--- config.mk ---
export PLATFORM = sky130hd
export DESIGN_NAME = ks_sum_lzc_stage
export DESIGN_NICKNAME = d
export VERILOG_FILES = /design/src/rtl/ks_sum_lzc_stage.sv
export SDC_FILE = /design/constraint.sdc
export NUM_CORES = 1
export LEC_CHECK = 0
export ABC_CLOCK_PERIOD_IN_PS = 3900
export BUFFER_PORTS_ARGS = -buffer_cell sky130_fd_sc_hd__buf_4
export CAP_MARGIN = 0
export CELL_PAD_IN_SITES_DETAIL_PLACEMENT = 0
export CELL_PAD_IN_SITES_GLOBAL_PLACEMENT = 2
export CORE_MARGIN = 1.5
export CORE_UTILIZATION = 33
export DETAILED_ROUTE_END_ITERATION = 8
export HOLD_SLACK_MARGIN = 0.1
export PLACE_DENSITY_LB_ADDON = 0.1
export SLEW_MARGIN = 20
export SYNTH_ARGS = -nofsm -noshare
export SYNTH_HDL_FRONTEND = slang
export SYNTH_SLANG_ARGS = --single-unit
--- constraint.sdc ---
create_clock -name clock -period 3.9 [get_ports clock]
set_clock_uncertainty 0.15 [all_clocks]
set_input_delay 0.585 -clock clock [delete_from_list [all_inputs] [get_ports clock]]
set_output_delay 0.585 -clock clock [all_outputs]
set_load 0.05 [all_outputs]
--- src/rtl/ks_sum_lzc_stage.sv ---
// Final Kogge-Stone adder stage: sum/carry-out formation, leading-zero count, 2-entry skid buffer.
// Optional macro KS_LZC_EN enables the leading-zero count and zero flag; otherwise both outputs read 0.
module ks_sum_lzc_stage #(
  parameter int unsigned W = 25,
  localparam int unsigned LZW = $clog2(W + 2)
) (
  input  logic           clock,
  input  logic           reset,
  input  logic           in_valid,
  output logic           in_ready,
  input  logic [W-1:0]   in_P0,
  input  logic [W-1:0]   in_GG,
  input  logic           in_sign,
  output logic           out_valid,
  input  logic           out_ready,
  output logic [W-1:0]   out_sum,
  output logic           out_cout,
  output logic           out_sign,
  output logic [LZW-1:0] out_lzc,
  output logic           out_zero
);

`ifdef KS_LZC_EN
  typedef struct packed {
    logic [W-1:0]   sum;
    logic           cout;
    logic           sign;
    logic [LZW-1:0] lzc;
    logic           zero;
  } beat_t;
`else
  typedef struct packed {
    logic [W-1:0] sum;
    logic         cout;
    logic         sign;
  } beat_t;
`endif

  logic [W-1:0] sum_c;
  logic         cout_c;
  beat_t        beat_c;
  beat_t        main_q;
  beat_t        skid_q;
  logic         main_valid;
  logic         skid_valid;
  logic         accept_c;
  logic         main_free_c;

  // Carry into bit i is the prefix generate of bit i-1; carry-in of bit 0 is zero.
  assign sum_c  = in_P0 ^ {in_GG[W-2:0], 1'b0};
  assign cout_c = in_GG[W-1];

`ifdef KS_LZC_EN
  logic [W:0]     total_c;
  logic [LZW-1:0] lzc_c;
  logic           zero_c;

  assign total_c = {cout_c, sum_c};

  // Highest set bit wins because the scan runs upward; all-zero leaves W+1.
  always_comb begin
    lzc_c = LZW'(W + 1);
    for (int unsigned i = 0; i < W + 1; i++) begin
      if (total_c[i]) lzc_c = LZW'(W - i);
    end
  end

  assign zero_c = (total_c == '0);

  always_comb begin
    beat_c      = '0;
    beat_c.sum  = sum_c;
    beat_c.cout = cout_c;
    beat_c.sign = in_sign;
    beat_c.lzc  = lzc_c;
    beat_c.zero = zero_c;
  end
`else
  always_comb begin
    beat_c      = '0;
    beat_c.sum  = sum_c;
    beat_c.cout = cout_c;
    beat_c.sign = in_sign;
  end
`endif

  assign accept_c    = in_valid && !skid_valid;
  assign main_free_c = !main_valid || out_ready;

  // Skid never receives a beat in the same cycle it drains, since accept requires it empty.
  always_ff @(posedge clock or posedge reset) begin
    if (reset) begin
      main_q     <= '0;
      skid_q     <= '0;
      main_valid <= 1'b0;
      skid_valid <= 1'b0;
    end else if (main_free_c) begin
      if (skid_valid) begin
        main_q     <= skid_q;
        main_valid <= 1'b1;
        skid_valid <= 1'b0;
      end else begin
        main_valid <= accept_c;
        if (accept_c) main_q <= beat_c;
      end
    end else if (accept_c) begin
      skid_q     <= beat_c;
      skid_valid <= 1'b1;
    end
  end

  assign in_ready  = !skid_valid;
  assign out_valid = main_valid;
  assign out_sum   = main_q.sum;
  assign out_cout  = main_q.cout;
  assign out_sign  = main_q.sign;

`ifdef KS_LZC_EN
  assign out_lzc  = main_q.lzc;
  assign out_zero = main_q.zero;
`else
  assign out_lzc  = '0;
  assign out_zero = 1'b0;
`endif

endmodule

==> results.toml <==
[synth]
async_reset_ff_share_pct = 100
synthDominantAreaCellType = "sky130_fd_sc_hd__dfrtp_1"
synth_sequential_area_ratio_pct = 53.1
synth_top_cells_by_count = "sky130_fd_sc_hd__dfrtp_1 (56), sky130_fd_sc_hd__o21ai_0 (30), sky130_fd_sc_hd__mux2_2 (26), sky130_fd_sc_hd__nor2_1 (26), sky130_fd_sc_hd__nand2_1 (25)"
ys_dominant_reg_cell = "sky130_fd_sc_hd__dfrtp_1"
synth_top_cells_by_area = "sky130_fd_sc_hd__dfrtp_1 (53%), sky130_fd_sc_hd__mux2_2 (11%), sky130_fd_sc_hd__xnor2_1 (8.0%)"
synthCells = 242
synth_edf_count = 0
syn_avg_cell_area_um2 = 10.9
top_cell_type_s_share_of_synthesized_area_pct = 53.1
synth.cell_area_mm2 = 0.00264
synth.most_common_cell = "sky130_fd_sc_hd__dfrtp_1"
synthesis.yosys.warnings = 0
yosysUniqueCellTypes = 19
yosys_register_bits = 56

[power]
worst_ir_drop_vdd_v = 0.000240
p_sw_uw = 709
power.combinational.fraction_pct = 38.7
cell_internal_pwr_mw = 1.11
switching_share_of_total_power_pct = 39.1
sequentialPowerShare_pct = 44.5
power_leakage_nw = 1.47
power.clock.fraction_pct = 16.9
power.density_mw_per_mm2 = 544

[routing]
via_count = 1879
detail_route.vias_per_cell = 4.46
drtIter0Drc = 45
drt-pass1-iter-count = 4
ant_nets = 0
drcViolationCount = 0
postRouteWirelength_um = 5210
drt-wirelength-per-cell_um = 12.4

[critical_path]
worst-setup-path-type = "flip-flop to output pin"
worst_ep_arrival_time_ps = 1630
timing.critical_path.to_type = "output pin"
timing.critical_path.slowest_cell_delay_ps = 1000
startpoint = "skid_valid"
worst_setup_path_start_kind = "flip-flop"
cell_at_the_slowest_stage_of_the_critical_path = "sky130_fd_sc_hd__dfrtp_2"
critPathMaxFanout = 55
timing.critical_path.required_ps = 3160
setup_slack_on_the_worst_flop_to_flop_path_ps = 1540
r2r_start = "skid_valid"
critical_path.cell_chain = "inv_1 > buf_4"

[timing]
finalCritPeriodShare_pct = 60.6
timing.final.crit_period_ps = 2360
totalNegativeSetupSlack_ps = 0
fmax_mhz = 423
grt_setup_unrepaired = "false"
measured_slew_at_the_worst_slew_check_pin_ps = 961
timing.final.hold_violations = 0
count_of_final_max_slew_check_failures = 0
report.final.setup_viol = 0
timing.slew.headroom_pct = 35.7
holdWs_ps = 211

[clock_tree]
clk_transition_reported_paths_ps = 100
cts_max_path_buffers = 2
total_cts_buffers = 5
postCtsResizedCells = 0
cts_sinks = 56
post_cts.repair.setup_buffers = 0
worst_skew_pair.late_latency_ps = 300
ctsRootBufferMaster = "sky130_fd_sc_hd__clkbuf_8"
cts.hold.buffers_added = 0
cts_tree = "yes"
cts_htree_levels = 2

[floorplan]
dieHeight_um = 92.5
dieWidth_um = 92.5
die_area_mm2 = 0.00855
start_util_pct = 34.2
core_region_area_mm2 = 0.00773
design.portCount = 90
core.rowCount = 32

[min_path]
worstHoldPathType = "primary input to asynchronous set/reset pin"

[finish]
layout.cells.non_filler = 421
seq_area_mm2 = 0.00140
n_antenna_cell = 0
multi_input_comb_area_mm2 = 0.00108
num-nets-final = 374
final.fill_count = 755
final_layout_size_suffix_gt1_share_pct = 38.2
area_growth_syn_to_layout_pct = 26.4

[placement]
port-buffer-count = 83
placed_cells_incl_taps = 414
gp_congestion = 0.696
detailed_place_hpwl_um = 3430

[grt]
global_route.usage.total_pct = 12.6
grt_pass1_vias = 1736
maximum_number_of_pins_on_one_net_before_global_route_repair = 56
grt_first_pass_wirelength_um = 8470
globalRoute.totalOverflow = 0
grt_antenna_before_repair = 0

[run]
drv.max_cap_violation_count = 0

[outcome]
result_of_the_run = "complete, no violations"
worst paths after layout:
kind | to | cells after the start
max in group asynchronous | out_sum[21] | 3
max | in_ready | 2
min reg2reg | out_sum[14] | 1
min | skid_q[13] | 2
min in group clock | out_sum[14] | 1
max reg2reg | out_sum[21] | 2
metrics by stage:
step / power [mW] / area (um^2) / util [%] / setup slack, ps
5_1_grt: 1.92 / 3340 / 43.2 / 1360
6_report: 1.82 / 3340 / 43.2 / 1540
2_1_floorplan: 1.32 / 2660 / - / 1790
4_1_cts: 1.84 / 3340 / 43.2 / 1490
3_5_place_dp: 1.53 / 3260 / 42.2 / 1530
3_3_place_gp: 1.52 / 3260 / 42.2 / 1530
power groups by stage:
| stage | Combinational, mW | Sequential, mW | Clock [mW] |
|---|---|---|---|
| after global routing | 0.745 | 0.831 | 0.344 |
| after global placement | 0.702 | 0.820 | 0 |
| after floorplan | 0.251 | 1.06 | 0 |
| after CTS | 0.711 | 0.810 | 0.320 |
| after detailed placement | 0.711 | 0.821 | 0 |
| final | 0.702 | 0.808 | 0.306 |
cells by family (layout without fill, tap and decap cells):
group	count (synthesis)	count (layout)	share of synthesized area, %
xor gates and xnor gates	24	24	7.96
muxes	30	30	12.6
AOI/OAI and AO/OA	55	55	10.8
and+or+nand+nor	54	54	8.76
buffers and inverters	22	94	6.58
DFF	56	56	53.1
other	1	6	0.142
area by class of cell:
type / instances / area share [%]
Multi-Input combinational cell: 169 / 32.5
Timing Repair Buffer: 85 / 19.1
Clock buffer: 6 / 2.17
Clock inverter: 1 / 0.150
Inverter: 2 / 0.225
Tap cell: 102 / 3.82
Sequential cell: 56 / 42.0
critical path: cells and delay by family (launching register included):
family                 cells  cell delay, ps
buffers and inverters      2             320
DFF                        1            1000
cell usage in the layout (no fill, tap or decap):
master and instances:
sky130_fd_sc_hd__a21oi_1 24, sky130_fd_sc_hd__buf_4 85, sky130_fd_sc_hd__clkbuf_1 1, sky130_fd_sc_hd__clkbuf_8 5
sky130_fd_sc_hd__clkinv_2 1, sky130_fd_sc_hd__conb_1 6, sky130_fd_sc_hd__dfrtp_1 55, sky130_fd_sc_hd__dfrtp_2 1
sky130_fd_sc_hd__inv_1 1, sky130_fd_sc_hd__inv_2 1, sky130_fd_sc_hd__mux2_1 1, sky130_fd_sc_hd__mux2_2 26
sky130_fd_sc_hd__mux2i_1 3, sky130_fd_sc_hd__nand2_1 25, sky130_fd_sc_hd__nand2b_2 1, sky130_fd_sc_hd__nor2_1 26
sky130_fd_sc_hd__nor2b_1 1, sky130_fd_sc_hd__nor4bb_4 1, sky130_fd_sc_hd__o21ai_0 30, sky130_fd_sc_hd__o21ai_4 1
sky130_fd_sc_hd__xnor2_1 24
flip-flops by register name, indices dropped and copies added, names as in the netlist:
signal      count
skid_q         27
out_valid       1
out_sum        25
skid_valid      1
out_sign        1
out_cout        1
layer usage:
layer / wire length (um) / GRT usage, %
met1: 2520 / 18.0
met2: 2360 / 19.0
met3: 275 / 3.04
met4: 60 / 3.46
met5: 0 / 0
(Power assumes the default switching activity.)
